===== config.mk =====
export PLATFORM = sky130hd
export DESIGN_NAME = move_input_encoder
export DESIGN_NICKNAME = d
export VERILOG_FILES = /design/src/rtl/ttt_pkg.sv /design/src/rtl/cell_index_encoder.sv /design/src/rtl/move_input_encoder.sv
export SDC_FILE = /design/constraint.sdc
export NUM_CORES = 1
export LEC_CHECK = 0
export BUFFER_PORTS_ARGS = -buffer_cell sky130_fd_sc_hd__buf_2
export CAP_MARGIN = 20
export CORE_MARGIN = 2
export CORE_UTILIZATION = 47
export CTS_CLUSTER_SIZE = 16
export DETAILED_ROUTE_END_ITERATION = 16
export GPL_TIMING_DRIVEN = 0
export PLACE_DENSITY = 0.68
export SYNTH_ARGS = -nofsm -noshare
export SYNTH_HDL_FRONTEND = slang
export SYNTH_HIERARCHICAL = 1
export SYNTH_SLANG_ARGS = --single-unit

===== constraint.sdc =====
create_clock -name clk -period 5.7 [get_ports clk]
set_clock_uncertainty 0.15 [all_clocks]
set_input_delay 0.285 -clock clk [delete_from_list [all_inputs] [get_ports clk]]
set_output_delay 0.285 -clock clk [all_outputs]
set_load 0.01 [all_outputs]

===== src/rtl/ttt_pkg.sv =====
// Shared tic-tac-toe definitions: cell indices, row/column move codes and the
// keypad front-end state encoding.
package ttt_pkg;

   localparam int unsigned NUM_CELLS = 9;
   localparam int unsigned RC_W      = 2;
   localparam int unsigned GRID_DIM  = 3;

   // Cell index constants; cell k sits at row k/3+1, column k%3+1
   localparam int unsigned CELL_0 = 0;
   localparam int unsigned CELL_1 = 1;
   localparam int unsigned CELL_2 = 2;
   localparam int unsigned CELL_3 = 3;
   localparam int unsigned CELL_4 = 4;
   localparam int unsigned CELL_5 = 5;
   localparam int unsigned CELL_6 = 6;
   localparam int unsigned CELL_7 = 7;
   localparam int unsigned CELL_8 = 8;

   // Row/column move codes; RC_NONE means "no cell"
   localparam logic [RC_W-1:0] RC_NONE = 2'b00;
   localparam logic [RC_W-1:0] RC_1    = 2'b01;
   localparam logic [RC_W-1:0] RC_2    = 2'b10;
   localparam logic [RC_W-1:0] RC_3    = 2'b11;

   typedef enum logic [1:0] {
      ST_IDLE     = 2'd0,
      ST_DEBOUNCE = 2'd1,
      ST_OFFER    = 2'd2,
      ST_RELEASE  = 2'd3
   } state_e;

   // Map a 0-based row or column position to its 1-based move code
   function automatic logic [RC_W-1:0] rc_code(input int unsigned pos);
      return RC_W'(pos + 1);
   endfunction

endpackage


===== src/rtl/cell_index_encoder.sv =====
// Combinational one-hot cell to row/column move code encoder.
// Ports:
//   key    in  9  cell vector, bit k = cell k
//   r      out 2  row code 01..11 for a one-hot key, 00 otherwise
//   c      out 2  column code 01..11 for a one-hot key, 00 otherwise
//   onehot out 1  key has exactly one bit set
module cell_index_encoder
   import ttt_pkg::*;
(
   input  logic [NUM_CELLS-1:0] key,
   output logic [RC_W-1:0]      r,
   output logic [RC_W-1:0]      c,
   output logic                 onehot
);

   // Exact match against each one-hot pattern, so any multi-bit or zero key yields 00/00
   always_comb begin
      r      = RC_NONE;
      c      = RC_NONE;
      onehot = 1'b0;
      for (int unsigned k = 0; k < NUM_CELLS; k++) begin
         if (key == (NUM_CELLS'(1) << k)) begin
            r      = rc_code(k / GRID_DIM);
            c      = rc_code(k % GRID_DIM);
            onehot = 1'b1;
         end
      end
   end

endmodule


===== src/rtl/move_input_encoder.sv =====
// Debounced 3x3 keypad front end producing a row/column move over valid/ready.
// Ports:
//   clk          in   1  clock, rising edge
//   rst          in   1  asynchronous active-high reset
//   key          in   9  raw keypad, bit k = cell k
//   occupied     in   9  board occupancy mask, same bit order as key
//   out_ready    in   1  consumer accepts the offered move
//   out_valid    out  1  move offered on r/c
//   r, c         out  2  row/column code, 00 when out_valid=0
//   err_multi    out  1  pulse: debounced press not one-hot
//   err_occupied out  1  pulse: debounced press on an occupied cell
//   busy         out  1  state is not IDLE
module move_input_encoder
   import ttt_pkg::*;
#(
   parameter int unsigned DEBOUNCE_CYCLES = 4,
   parameter int unsigned CNT_W           = 8
) (
   input  logic                 clk,
   input  logic                 rst,
   input  logic [NUM_CELLS-1:0] key,
   input  logic [NUM_CELLS-1:0] occupied,
   input  logic                 out_ready,
   output logic                 out_valid,
   output logic [RC_W-1:0]      r,
   output logic [RC_W-1:0]      c,
   output logic                 err_multi,
   output logic                 err_occupied,
   output logic                 busy
);

   localparam logic [CNT_W-1:0] CNT_LAST = CNT_W'(DEBOUNCE_CYCLES - 1);
   localparam logic [CNT_W-1:0] CNT_ONE  = CNT_W'(1);

   state_e                 state_q, state_d;
   logic [CNT_W-1:0]       cnt_q, cnt_d;
   logic [NUM_CELLS-1:0]   key_q, key_d;
   logic                   valid_q, valid_d;
   logic [RC_W-1:0]        r_q, r_d;
   logic [RC_W-1:0]        c_q, c_d;
   logic                   err_multi_q, err_multi_d;
   logic                   err_occ_q, err_occ_d;
   logic                   busy_q, busy_d;

   logic [RC_W-1:0]        enc_r_c;
   logic [RC_W-1:0]        enc_c_c;
   logic                   enc_onehot_c;

   cell_index_encoder u_enc (
      .key    (key_q),
      .r      (enc_r_c),
      .c      (enc_c_c),
      .onehot (enc_onehot_c)
   );

   // Next-state and next-output logic
   always_comb begin
      state_d     = state_q;
      cnt_d       = cnt_q;
      key_d       = key_q;
      valid_d     = valid_q;
      r_d         = r_q;
      c_d         = c_q;
      err_multi_d = 1'b0;
      err_occ_d   = 1'b0;

      case (state_q)
         ST_IDLE: begin
            if (key != '0) begin
               key_d   = key;
               cnt_d   = CNT_ONE;
               state_d = ST_DEBOUNCE;
            end
         end

         ST_DEBOUNCE: begin
            if (key != key_q) begin
               if (key == '0) begin
                  cnt_d   = '0;
                  state_d = ST_IDLE;
               end else begin
                  key_d = key;
                  cnt_d = CNT_ONE;
               end
            end else if (cnt_q < CNT_LAST) begin
               cnt_d = cnt_q + CNT_ONE;
            end else begin
               // key_q stable for DEBOUNCE_CYCLES samples: evaluate in priority order
               cnt_d   = '0;
               state_d = ST_RELEASE;
               if (!enc_onehot_c) begin
                  err_multi_d = 1'b1;
               end else if ((key_q & occupied) != '0) begin
                  err_occ_d = 1'b1;
               end else begin
                  valid_d = 1'b1;
                  r_d     = enc_r_c;
                  c_d     = enc_c_c;
                  state_d = ST_OFFER;
               end
            end
         end

         ST_OFFER: begin
            if (out_ready) begin
               valid_d = 1'b0;
               r_d     = RC_NONE;
               c_d     = RC_NONE;
               cnt_d   = '0;
               state_d = ST_RELEASE;
            end
         end

         ST_RELEASE: begin
            // Counts consecutive all-released samples; any key activity restarts it
            if (key != '0) begin
               cnt_d = '0;
            end else if (cnt_q == CNT_LAST) begin
               cnt_d   = '0;
               state_d = ST_IDLE;
            end else begin
               cnt_d = cnt_q + CNT_ONE;
            end
         end

         default: begin
            state_d = ST_IDLE;
         end
      endcase

      busy_d = (state_d != ST_IDLE);
   end

   // State and output registers
   always_ff @(posedge clk or posedge rst) begin
      if (rst) begin
         state_q     <= ST_IDLE;
         cnt_q       <= '0;
         key_q       <= '0;
         valid_q     <= 1'b0;
         r_q         <= RC_NONE;
         c_q         <= RC_NONE;
         err_multi_q <= 1'b0;
         err_occ_q   <= 1'b0;
         busy_q      <= 1'b0;
      end else begin
         state_q     <= state_d;
         cnt_q       <= cnt_d;
         key_q       <= key_d;
         valid_q     <= valid_d;
         r_q         <= r_d;
         c_q         <= c_d;
         err_multi_q <= err_multi_d;
         err_occ_q   <= err_occ_d;
         busy_q      <= busy_d;
      end
   end

   assign out_valid    = valid_q;
   assign r            = r_q;
   assign c            = c_q;
   assign err_multi    = err_multi_q;
   assign err_occupied = err_occ_q;
   assign busy         = busy_q;

endmodule

[Word-level counts from Yosys, hierarchy flattened]
Cells that the tools add are included.
Word-level totals
  bits in registers: 27
  latch bits: 0
  memory bits (writable): 0
  ROM bits: 0
  input bits: 21
  output and inout bits: 8
  word-level logic and storage cells: 118
  memories: 0
Operators by class
  add/subtract/negate cells: 1
  $mul: 0
  divide/modulo/power cells: 0
  magnitude comparators: 1
  equality and inequality tests: 22
  shift operators: 0
  multiplexer cells: 74
  bitwise logic cells: 1
  reductions and logical operators: 10
Operators by type and width (count)
  $mux 2: 30
  $mux 8: 6
  $pmux 8 s4: 1
  $mux 1: 29
  $mux 9: 3
  $pmux 9 s2: 1
  $reduce_bool 9->1: 2
  $ne 2x2->1 const B: 8
  $and 9x9->9: 1
  $eq 9x1->1 const B: 1
  $eq 9x2->1 const B: 1
  $eq 9x3->1 const B: 1
  $eq 9x4->1 const B: 1
  $eq 9x5->1 const B: 1
  $eq 9x6->1 const B: 1
  $eq 9x7->1 const B: 1
  $eq 9x8->1 const B: 1
  $eq 9x9->1 const B: 1
  $logic_not 9->1: 1
  $ne 9x9->1: 1
  $add 8x1->8 const B: 1
  $eq 8x2->1 const B: 1
  $lt 8x2->1 const B: 1
  $pmux 2 s2: 2
  9 further kinds: 12

[Longest topological paths before layout]
Gate-level depths: netlist of run 1.
  depth in word-level cells: 15
  depth in mapped cells: 10
  gate-level depth less buffers: 9

[By module]
The synthesis of run 1 kept the hierarchy.
Modules (own cells, without submodules)
  move_input_encoder: times used 1, cells an instance 164, area each 1560.2 sq um
  cell_index_encoder: times used 1, cells an instance 46, area each 319.1 sq um

[Worst setup path before layout of run 1]
OpenSTA, ideal clock, no wires.
  kind: register -> register
  start: register key_q[8]
  end: register c_q[0] (netlist: c[0])
  library setup time: 79 ps
  arrival time: 2175 ps
  required time: 5471 ps
  setup slack: 3296 ps
  stages on the path, launching flop included: 10
  period minus slack after synthesis: 2404 ps
  path through: dfrtp_1 buf_2 or3_4 or3_1 o211ai_1 and3_1 and3_1 nand4_1 o21ai_2 mux2i_1
RTL lines
  start, declared: line move_input_encoder.sv:37  | logic [NUM_CELLS-1:0] key_q, key_d;
  start signal, assigned: line move_input_encoder.sv:149  | key_q <= key_d;
  $eq 9x1->1: line cell_index_encoder.sv:22  | if (key == (NUM_CELLS'(1) << k)) begin
  $mux 1 (8 in a row): line cell_index_encoder.sv:22
  $mux 1 (*): line cell_index_encoder.sv:22
  via enc_onehot_c: line move_input_encoder.sv:47  | logic enc_onehot_c;
  $ne 2x2->1 (no source line) (*)
  $reduce_and 6->1 (no source line) (*)
  end signal, assigned: line move_input_encoder.sv:142  | c_q <= RC_NONE;
  end signal, assigned: line move_input_encoder.sv:152  | c_q <= c_d;
  end, declared: line move_input_encoder.sv:40  | logic [RC_W-1:0] c_q, c_d;
The timed path passes the listed nets; every way through them passes the cells marked *. The select of a mux whose other input is x is not followed.
A chain may end at the register's enable or synchronous reset.

[Final worst setup path of run 1]
  start: register key_q[8]
  end: register r_q[1] (netlist: r[1])
Between the ends
  word-level cells in the longest chain between the ends: 12
RTL lines
  $eq 9x1->1: line cell_index_encoder.sv:22
  $mux 1 (8 in a row): line cell_index_encoder.sv:22
  $mux 1 (*): line cell_index_encoder.sv:22
  via enc_onehot_c: line move_input_encoder.sv:47
  $ne 2x2->1 (no source line) (*)
  $reduce_and 6->1 (no source line) (*)
  end signal, assigned: line move_input_encoder.sv:151  | r_q <= r_d;
  end, declared: line move_input_encoder.sv:39  | logic [RC_W-1:0] r_q, r_d;
Marked as above.

==> metrics.md, run 1 <==
| Metric | Value |
|---|---|
| Area growth, synth to finish | 15.0% |
| Async SR Flop Fraction | between 90% and 100% |
| Total track usage | between 20% and 30% |
| Count leader, synth | dfrtp_1 |
| Worst Setup Start Kind | flip-flop |
| GPL Wtd Cong | around 0.87 |
| Synth cell count leaders | dfrtp_1 (27), nand2_1 (18), nor2_1 (17) |
| Share of cells above drive strength 1 | approximately a quarter |
| Worst-path fanout max | 9 |
| Tcrit/Tclk final | about 45% |
| Worst setup endpoint | r[1] |
| First-pass GRT wire length | ~7 mm |
| GRT overflow | 0 |
| Wire per inst | approximately 14 um |
| Chip width | 67.2 um |
| Initial DRT Pass Iterations | 4 |
| Post-CTS setup buffer count | 0 |
| CTS Sinks | 27 |
| Syn nets | between 200 and 250 |
| Finished Layout Cells | 292 |
| Worst path max stage delay | 0.42 ns |
| Initial antenna violation count | 0 |
| Crit path launch | key_q[8] |
| Post-CTS sizing | 0 |
| Yosys reg bits | 27 |
| Synth top area share | a little over a third |
| PwrDens | approximately 170 mW/mm^2 |
| IO Pins | 29 |
| Peak Freq | ~390 MHz |
| Bufs and invs on worst path | 1 |
| Syn Area/Cell | 8.95 um^2 |
| VDD IR-drop max | 0.000111 V |
| Hold path depth | 2 |
| Vias | 1639 |
| Cells along the critical path | buf_2 > or3_4 > or3_1 > o211ai_1 > and3_1 > and3_1 > nand4_1 > o21ai_2 > mux2i_1 |
| Max transition margin | 53.6% |
| Crit path DAT | between 2 and 3 ns |
| Core Region | roughly 0.0037 mm^2 |
| Num CTS Buffers | 3 |
| Clock Path Buffers | 2 |
| Status | finished, final reports clean |
| Yosys cell types | 51 |
| Vias per cell | 5.61 |
| Post-synth EDFFs | 0 |
| WP data required | 5.75 ns |
| Yosys warns | 6 |
| Area contributors post-synth | dfrtp_1 (36%), xnor2_1 (6.1%), a22o_1 (3.7%), nand2_1 (3.6%), nor2_1 (3.4%) |
| Worst Setup End Kind | flip-flop |
| Critical register-to-register path startpoint | key_q[8] |
| Dpl cells | about 290 |
| Max stage delay cell, worst path | dfrtp_1 |
| CTS tree | done |
| Largest net degree at the start of global routing | 28 |
| Delay-heaviest family, CP | simple AND/OR/NAND/NOR gates |
| Worst skew pair latency | approximately 0.27 ns |
| RSZ-0062 raised after global routing | no |
| Setup violators final | 0 |
| DRC | 0 |
| Routed Antenna Nets | 0 |
| Kind of critical path | flip-flop to flip-flop |
| Clk slew on worst S/H paths | about 0.090 ns |
| Vias in the first global route | 1503 |
| Most common cell on crit path | and3_1 |
| Die ar. | ~0.0045 mm^2 |
| ANT cells | 0 |
| Chip Height | 67.2 um |
| Sum Neg Setup Slack | 0 ns |
| Number of cells on the worst reg-to-reg path | 9 |
| Fin crit period | between 2 and 3 ns |
| Cell accounting for the most synthesized area | dfrtp_1 |
| Worst hold path class | primary input to flip-flop |
| R2r endpoint | r[1] |
| WP depth | 9 |
| Detailed Place HPWL | 3.01 mm |
| Slew Limit Fails | 0 |
| Starting Density | approximately 50% |
| Starting DRT DRC Count | 79 |
| CTS Root Cell | clkbuf_8 |
| Leak Pwr | between 0.8 and 0.9 nW |
| Rows | 22 |
| Slew @ Worst Pin | 0.697 ns |
| Sequential share of the synthesized area | between 30% and 40% |
| Routed wire length | between 3 and 4 mm |
| Flop2flop setup slack | ~3.1 ns |
| Fin nets | between 200 and 300 |
| Mapped Cells | 210 |
| Max Cap Violations | 0 |
| H-tree levels | 1 |
| Port Buf Inserts | 28 |
| Cell Area, Synth | approximately 0.0019 mm^2 |
| Final Hold Vio Count | 0 |
| Synth Flop Type | dfrtp_1 |
-- report_power, final --
part | switching, W | leakage [nW] | internal (W)
Sequential | 0.00000671 | 0.320 | 0.000195
Combinational | 0.0000267 | 0.549 | 0.0000253
Clock | 0.0000587 | 0.0228 | 0.0000501
-- cell families after synthesis --
group,Yosys count,share of synthesized area [%]
AOI/OAI and AO/OA,55,22.0
xor gates and xnor gates,17,7.92
adders and majority gates,1,0.666
buffers and inverters,18,4.33
DFF,27,36.0
muxes,6,3.33
and+or+nand+nor,86,25.8
-- cells in the final DEF, fill, tap and decap left out, drive strengths merged, types with 5 or more instances in the layout --
| cell type | n |
|---|---|
| or3 | 5 |
| o21ai | 13 |
| nor4 | 6 |
| a22o | 8 |
| nand2b | 5 |
| xnor2 | 13 |
| clkbuf | 8 |
| nor3 | 10 |
| inv | 9 |
| a21oi | 8 |
| dfrtp | 27 |
| nor2 | 17 |
| nand2 | 20 |
| nand3 | 10 |
| buf | 34 |
-- per-stage QoR --
stage	hold slack, ns	power, W	utilization [%]	setup slack, ns	cell area [um^2]
after floorplan	0.188	0.000238	-	3.30	1880
after global placement	0.319	0.000254	55.5	3.13	2080
after detailed placement	0.355	0.000255	55.5	3.13	2080
after CTS	0.102	0.000366	56.8	3.10	2120
after global routing	0.0980	0.000383	57.8	2.90	2160
final	0.116	0.000362	57.8	3.12	2160
-- how the worst min path moves through the flow --
| stage | startpoint | endpoint |
|---|---|---|
| after global routing | key[8] | key_q[8] |
| after detailed placement | r[1] | r[1] |
| after global placement | out_valid | out_valid |
| after CTS | key[8] | key_q[8] |
| final | key[8] | key_q[8] |
| after floorplan | rst | busy |
-- metal layers --
metal	global-route usage, %	up-vias	routed length, um	part of all wire [%]
li1	-	836	-	-
met1	28.8	748	1970	49
met2	32.1	50	1750	44
met3	3.50	5	216	5.4
met4	6.12	0	51	1.3
met5	0	-	0	0
-- state kept, by name, summed over array words and instances, names as in the netlist --
signal,count
out_valid,1
err_multi,1
err_occupied,1
key_q,9
cnt_q,8
busy,1
state_q,2
r,2
c,2
-- final cells by class --
| type | count | area (um^2) |
|---|---|---|
| fillers | 357 | 1580 |
| flip-flops and latches | 27 | 676 |
| plain buffers | 9 | 47.5 |
| repair buffers | 30 | 178 |
| multi-input cells | 165 | 1120 |
| well taps | 48 | 60.1 |
| clock buffers | 4 | 45.0 |
| inverters | 9 | 33.8 |
-- worst reg2reg max path, cell delays in order, from the launching register on --
cell	delay (ns)
dfrtp_1	0.42
buf_2	0.19
or3_4	0.39
or3_1	0.35
o211ai_1	0.15
and3_1	0.19
and3_1	0.18
nand4_1	0.12
o21ai_2	0.16
mux2i_1	0.21
-- what timing repair did --
action | 4_1_cts | 5_1_grt
setup endpoints to repair | 0 | 0
hold buffers | 0 | 1
endpoints found under the hold margin | 0 | 10
Note: power is estimated with default switching activity, not from simulation.
==> run 2: changes to the inputs <==
ABC_AREA = 1   (was unset)
PLACE_DENSITY = 0.7   (was 0.68)
clock period = 2.2 ns   (was 5.7 ns; I/O delays follow)
==> metrics.md, run 2 <==
| Metric | Value |
|---|---|
| Fin nets | 391 (+46%) |
| Clk slew on worst S/H paths | 0.11 ns (+0.02 ns) |
| Syn Area/Cell | 6.70 um^2 (-25%) |
| Slew @ Worst Pin | 0.468 ns (-0.228 ns) |
| Mapped Cells | 316 (+50%) |
| Synth top area share | 31.9% (-4.0 points) |
| Post-synthesis compound-gate area fraction | 10.2% (-12 points) |
| Synth cell count leaders | nand2_1 (92), inv_1 (41), nor2_1 (36) |
| Filler Cells Inserted | 413 (+16%) |
| Detailed Place HPWL | 3.67 mm (+22%) |
| Status | finished, final reports clean |
| Yosys reg bits | 27 (unchanged) |
| CTS tree | done |
| Worst hold margin | 0.219 ns (+0.103 ns) |
| First-pass GRT wire length | 8.69 mm (+24%) |
| Vias | 2096 (+28%) |
| Synth Area in Adders | 0.591% (-0.075 points) |
| Biggest regs | key_q x9, cnt_q x8 |
| Yosys warns | 6 (unchanged) |
| VDD IR-drop max | 0.000196 V (+78%) |
| Worst path max stage delay | 0.46 ns (+0.04 ns) |
| Fin area | 0.00260 mm^2 (+20%) |
| H-tree levels | 1 (unchanged) |
| Core Region | 0.00435 mm^2 (+16%) |
| Routed Antenna Nets | 0 (unchanged) |
| Worst Setup Start Kind | flip-flop |
| Mux contribution to synthesized area | 0% (-3.3 points) |
| Vias per cell | 4.99 (-11%) |
| Chip width | 71.1 um (+5.8%) |
| Tcrit/Tclk final | 92.4% (+47 points) |
| Worst skew pair latency | 0.28 ns (about the same) |
| Starting DRT DRC Count | 123 (+56%) |
| Die ar. | 0.00506 mm^2 (+12%) |
| Most common cell on crit path | nand2_1 |
| IO Pins | 29 (unchanged) |
| Final Hold Vio Count | 0 (unchanged) |
| Worst-path fanout max | 10 (+1) |
| Setup violators final | 0 (unchanged) |
| Post-Synth XOR/XNOR Area | 3.31% (-4.6 points) |
| Post-synth EDFFs | 0 (unchanged) |
| GPL Wtd Cong | 0.831 (-4.1%) |
| Async SR Flop Fraction | 100% (unchanged) |
| Num CTS Buffers | 3 (unchanged) |
| Cell Area, Synth | 0.00212 mm^2 (+13%) |
| CTS Sinks | 27 (unchanged) |
| Commonest non-fill, non-tap cells in the layout | nand2_1 (92), inv_1 (39), nor2_1 (34) |
| PwrDens | 348 mW/mm^2 (+110%) |
| CTS Root Cell | clkbuf_8 |
| Max Cap Violations | 0 (unchanged) |
| Rows | 24 (+9.1%) |
| Worst Setup End Kind | flip-flop |
| Area contributors post-synth | dfrtp_1 (32%), nand2_1 (16%), inv_1 (7.3%), nor2_1 (6.4%), nand3_1 (5.4%) |
| Synth Flop Type | dfrtp_1 |
| Cells along the critical path | buf_4 > inv_1 > nand3_1 > nor2_1 > nand2_2 > nand2_1 > nor2_1 > nand3_1 > inv_1 > nor2_2 > nand2_1 > nand2_1 > nand2_4 > nand2_1 > o21ai_2 |
| Leak Pwr | 1.31 nW (+47%) |
| Multi-input gate area | 0.00124 mm^2 (+10%) |
| Vias in the first global route | 1980 (+32%) |
| DRC | 0 (unchanged) |
| Yosys cell types | 28 (-45%) |
| Sequential share of the synthesized area | 31.9% (-4.0 points) |
| Max stage delay cell, worst path | dfrtp_2 |
| Max reg flops | 9 (unchanged) |
| Register area | 687 um^2 (+1.7%) |
| Starting Density | 48.6% (-1.6 points) |
| Clock Path Buffers | 2 (unchanged) |
| Syn nets | 338 (+46%) |
| Slew Limit Fails | 0 (unchanged) |
| WP data required | 2.22 ns (-3.53 ns) |
| Wire per inst | 11.7 um (-14%) |
| Largest net degree at the start of global routing | 28 (unchanged) |
| Share of cells above drive strength 1 | 29.1% (+4.5 points) |
| Routed wire length | 4.90 mm (+23%) |
| Cell accounting for the most synthesized area | dfrtp_1 |
| Count leader, synth | nand2_1 |
| Crit path DAT | 2.06 ns (-0.58 ns) |
| Total track usage | 20.8% (+0.43 points) |
| Kind of critical path | flip-flop to flip-flop |
| Fin crit period | 2.03 ns (-0.550 ns) |
| Max transition margin | 68.7% (+15 points) |
| Peak Freq | 492 MHz (+27%) |
| Worst hold path class | primary input to asynchronous set/reset pin |
| GRT overflow | 0 (unchanged) |
| Largest Register | key_q |
| ANT cells | 0 (unchanged) |
| Initial antenna violation count | 0 (unchanged) |
| Initial DRT Pass Iterations | 4 (unchanged) |
| Largest family of logic cells by synthesized area | simple AND/OR/NAND/NOR gates |
| Port Buf Inserts | 28 (unchanged) |
| Chip Height | 71.1 um (+5.8%) |
| Post-Synth Simple-Gate Area | 43.7% (+18 points) |
| Commonest non-fill, non-tap cell in the layout | nand2_1 |
| Overall power | 0.000903 W (+150%) |
| Placed Instance Area | 0.00232 mm^2 (+12%) |
| Area growth, synth to finish | 22.7% |
-- run 2: cell count changes after synthesis, sizes merged, moves of 5 or more --
| cell | change |
|---|---|
| or3 | -5 |
| nor4 | -5 |
| a22o | -8 |
| inv | +41 |
| o21ai | +14 |
| nand2 | +89 |
| nor2 | +31 |
| a21oi | -5 |
| nand3 | +14 |
| nand2b | -5 |
| xnor2 | -9 |
-- run 2: routing by layer --
metal	up-vias	part of all wire (%)	track usage, %
li1	1093	-	-
met1	945	49	29.6
met2	56	46	34.8
met3	2	4.0	1.85
met4	0	0.33	4.40
met5	-	0	0
-- run 2: timing repair --
action,4_1_cts,5_1_grt
gates resized for setup,0,16
setup buffers,0,8
hold buffers,11,0
hold endpoints to repair,38,0
setup endpoints to repair,0,7
-- run 2: cells by family after synthesis --
family / count (synthesis)
and+or+nand+nor: 194
buffers and inverters: 53
AOI/OAI and AO/OA: 33
DFF: 27
xor gates and xnor gates: 8
adders and majority gates: 1
-- run 2: area by class of cell --
cell class	instances	area share, %
clock inverters	1	0.289
plain buffers	2	1.06
inverters	51	7.47
well taps	52	2.50
repair buffers	48	13.0
clock buffers	3	1.59
flip-flops and latches	27	26.4
multi-input cells	236	47.6
-- run 2: through the flow --
stage / TNS [ns] / instances / util, % / worst slack (ns)
floorplan: 0 / 316 / - / 0.313
global placement: 0 / 396 / 53.3 / 0.121
detailed placement: 0 / 396 / 53.3 / 0.109
CTS: 0 / 411 / 57.0 / 0.0907
global route: -0.0861 / 420 / 59.7 / -0.0251
finish: 0 / 420 / 59.7 / 0.167
-- run 2: worst paths after layout --
check | from | endpoint | slack (ns) | cells after the start
setup / recovery | key_q[4] | r[0] | 0.17 | 15
min in group clk | occupied[2] | err_occupied | 0.23 | 5
max in group asynchronous | rst | key_q[2] | 1.21 | 4
hold / removal | rst | state_q[0] | 0.22 | 3
setup reg to reg | key_q[4] | r[0] | 0.17 | 15
hold reg to reg | out_valid | out_valid | 0.34 | 2
-- run 2: power breakdown --
part           internal [W]  switching (W)
clock network      0.000129       0.000174
logic             0.0000477      0.0000499
registers          0.000500     0.00000225
-- run 2: critical path: cells and delay by family (launching register included) --
kind / cells / cell delay (ns)
simple gates: 11 / 1.02
flops: 1 / 0.46
buf+inv: 3 / 0.26
compound gates: 1 / 0.05
==> run 3: changes to the inputs <==
CORE_MARGIN = 3   (was 2)
REMOVE_ABC_BUFFERS = 1   (was unset)
==> metrics.md, run 3 (same netlist as run 2, synthesis figures left out) <==
| Metric | Value |
|---|---|
| Crit path DAT | 2.04 ns (-0.02 ns) |
| Finished Layout Cells | 414 (-1.4%) |
| Max reg flops | 9 (unchanged) |
| Total track usage | 18.1% (-2.7 points) |
| Share of cells above drive strength 1 | 27.2% (-1.9 points) |
| Core Region | 0.00417 mm^2 (-4.2%) |
| DRC | 0 (unchanged) |
| Worst path max stage delay | 0.48 ns (+0.02 ns) |
| Num CTS Buffers | 3 (unchanged) |
| Sequential share of power | 56.6% (+0.9 points) |
| Flop2flop setup slack | 0.17 ns (about the same) |
| Detailed Place HPWL | 3.56 mm (-2.8%) |
| Routed wire length | 4.70 mm (-4.1%) |
| Clk slew on worst S/H paths | 0.10 ns (about the same) |
| Initial DRT Pass Iterations | 4 (unchanged) |
| R2r endpoint | out_valid |
| Gate power share | 11.1% (+0.3 points) |
| IO Pins | 29 (unchanged) |
| Internal | 0.000675 W (-0.28%) |
| Worst Setup End Kind | flip-flop |
| RSZ-0062 raised after global routing | no |
| Delay-heaviest family, CP | simple AND/OR/NAND/NOR gates |
| Tcrit/Tclk final | 92.2% (-0.23 points) |
| Routed Antenna Nets | 0 (unchanged) |
| Vias per cell | 4.91 (-1.6%) |
| Slew @ Worst Pin | 0.485 ns (+0.0163 ns) |
| Commonest non-fill, non-tap cell in the layout | nand2_1 |
| CTS Root Cell | clkbuf_8 |
| Fin crit period | 2.03 ns (-0.00499 ns) |
| Peak Freq | 493 MHz (+0.25%) |
| Starting DRT DRC Count | 86 (-30%) |
| Hold_sp | occupied[2] |
| H-tree levels | 1 (unchanged) |
| Dpl cells | 392 (-1.0%) |
| Initial antenna violation count | 0 (unchanged) |
| Number of cells on the worst reg-to-reg path | 14 (-1) |
| Fin area | 0.00255 mm^2 (-1.9%) |
| Fin nets | 387 (-1.0%) |
| Worst skew pair latency | 0.27 ns (about the same) |
| Rows | 23 (-4.2%) |
| Chip width | 73.1 um (+2.8%) |
| Chip Height | 73.1 um (+2.8%) |
| WP data required | 2.21 ns (about the same) |
| Max Cap Violations | 0 (unchanged) |
| Commonest non-fill, non-tap cells in the layout | nand2_1 (92), inv_1 (41), nor2_1 (34) |
| Slew Limit Fails | 0 (unchanged) |
| Vias in the first global route | 1693 (-14%) |
| Starting Density | 50.7% (+2.1 points) |
| Largest net degree at the start of global routing | 28 (unchanged) |
| Critical register-to-register path startpoint | key_q[4] |
| Leak Pwr | 1.30 nW (-1.1%) |
| Die ar. | 0.00535 mm^2 (+5.7%) |
| Switch share | 24.0% (-0.97 points) |
| Biggest regs | key_q x9, cnt_q x8 |
| Port Buf Inserts | 28 (unchanged) |
| Wire per inst | 11.4 um (-2.8%) |
| Filler Cells Inserted | 395 (-4.4%) |
| GPL Wtd Cong | 0.838 (+0.85%) |
| CTS Sinks | 27 (unchanged) |
| Worst Setup Start Kind | flip-flop |
| Max stage delay cell, worst path | dfrtp_2 |
| Largest Register | key_q |
| Max transition margin | 67.6% (-1.1 points) |
| Clk pwr share | 32.4% (-1.1 points) |
| Worst hold path class | primary input to flip-flop |
| Clock Path Buffers | 2 (unchanged) |
| Cells along the critical path | nor2_4 > nand2_2 > nor2_1 > nand2_2 > nand2_2 > nor2_2 > nand3_1 > inv_1 > nor2_2 > nand2_1 > nand2_1 > nand2_4 > nand2_1 > o21ai_2 |
| Bufs and invs on worst path | 1 (-2) |
| Vias | 2033 (-3.0%) |
| Status | finished, final reports clean |
| Placed Instance Area | 0.00229 mm^2 (-1.3%) |
| PwrDens | 349 mW/mm^2 (+0.38%) |
| WHS Endpoint | err_occupied |
| VDD IR-drop max | 0.000255 V (+30%) |
| CTS tree | done |
| Hold path depth | 5 |
| Area growth, synth to finish | 20.3% |
| Pre-CTS setup slack | 0.103 ns (-0.00622 ns) |
| Final worst slack | 0.172 ns (+0.00499 ns) |
| First-pass GRT wire length | 7.71 mm (-11%) |
| Final core occ | 61.0% (+1.4 points) |
| Sw power | 0.000214 W (-5.4%) |
| Worst-path fanout max | 10 (unchanged) |
| Final Hold Vio Count | 0 (unchanged) |
| GRT overflow | 0 (unchanged) |
| Kind of critical path | flip-flop to flip-flop |
| ANT cells | 0 (unchanged) |
| Setup violators final | 0 (unchanged) |
| Sum Neg Setup Slack | 0 ns (unchanged) |
[run 3: layer usage]
layer,routed length (um),up-vias,GRT usage [%]
met4,24,0,3.69
met1,2330,916,26.2
met5,0,-,0
met3,173,2,2.20
met2,2180,35,29.0
li1,-,1080,-
[run 3: what timing repair did]
| action | 4_1_cts | 5_1_grt |
|---|---|---|
| hold buffers | 11 | 0 |
| endpoints found under the setup margin | 0 | 6 |
| endpoints found under the hold margin | 38 | 0 |
| buffers inserted | 0 | 6 |
| gates resized for setup | 0 | 12 |
[run 3: metrics by stage]
stage,total power (W),hold WS (ns)
5_1_grt,0.000928,0.230
2_1_floorplan,0.000552,0.0127
3_5_place_dp,0.000591,0.198
4_1_cts,0.000891,0.207
3_3_place_gp,0.000589,0.196
6_report,0.000889,0.213
[run 3: power by group through the flow]
stage,Combinational [W],Clock [W],Sequential [W]
after floorplan,0.0000372,0,0.000515
after global placement,0.0000765,0,0.000512
after detailed placement,0.0000779,0,0.000513
after CTS,0.0000928,0.000295,0.000503
after global routing,0.000110,0.000314,0.000503
final,0.0000982,0.000288,0.000503
[run 3: how the worst max path moves through the flow]
stage	to	cells after the start	slack (ns)	startpoint
after floorplan	out_valid	14	0.31	key_q[1]
after global placement	out_valid	14	0.14	key_q[3]
after detailed placement	out_valid	14	0.10	key_q[4]
after CTS	r[0]	14	0.09	key_q[4]
after global routing	c[0]	14	0.003	key_q[4]
final	out_valid	14	0.17	key_q[4]
[run 3: area by class of cell]
class / count / area, um^2 / area share (%)
multi-input cells: 236 / 1240 / 48.6
flip-flops and latches: 27 / 684 / 26.9
clock inverters: 1 / 5.00 / 0.196
inverters: 51 / 194 / 7.61
clock buffers: 3 / 41.3 / 1.62
well taps: 50 / 62.6 / 2.46
repair buffers: 46 / 323 / 12.7
[run 3: worst register-to-register path, stage by stage (launching register included)]
cell     delay (ns)
dfrtp_2        0.48
nor2_4         0.15
nand2_2        0.11
nor2_1         0.14
nand2_2        0.09
nand2_2        0.07
nor2_2         0.04
nand3_1        0.10
inv_1          0.06
nor2_2         0.12
nand2_1        0.08
nand2_1        0.11
nand2_4        0.11
nand2_1        0.09
o21ai_2        0.05
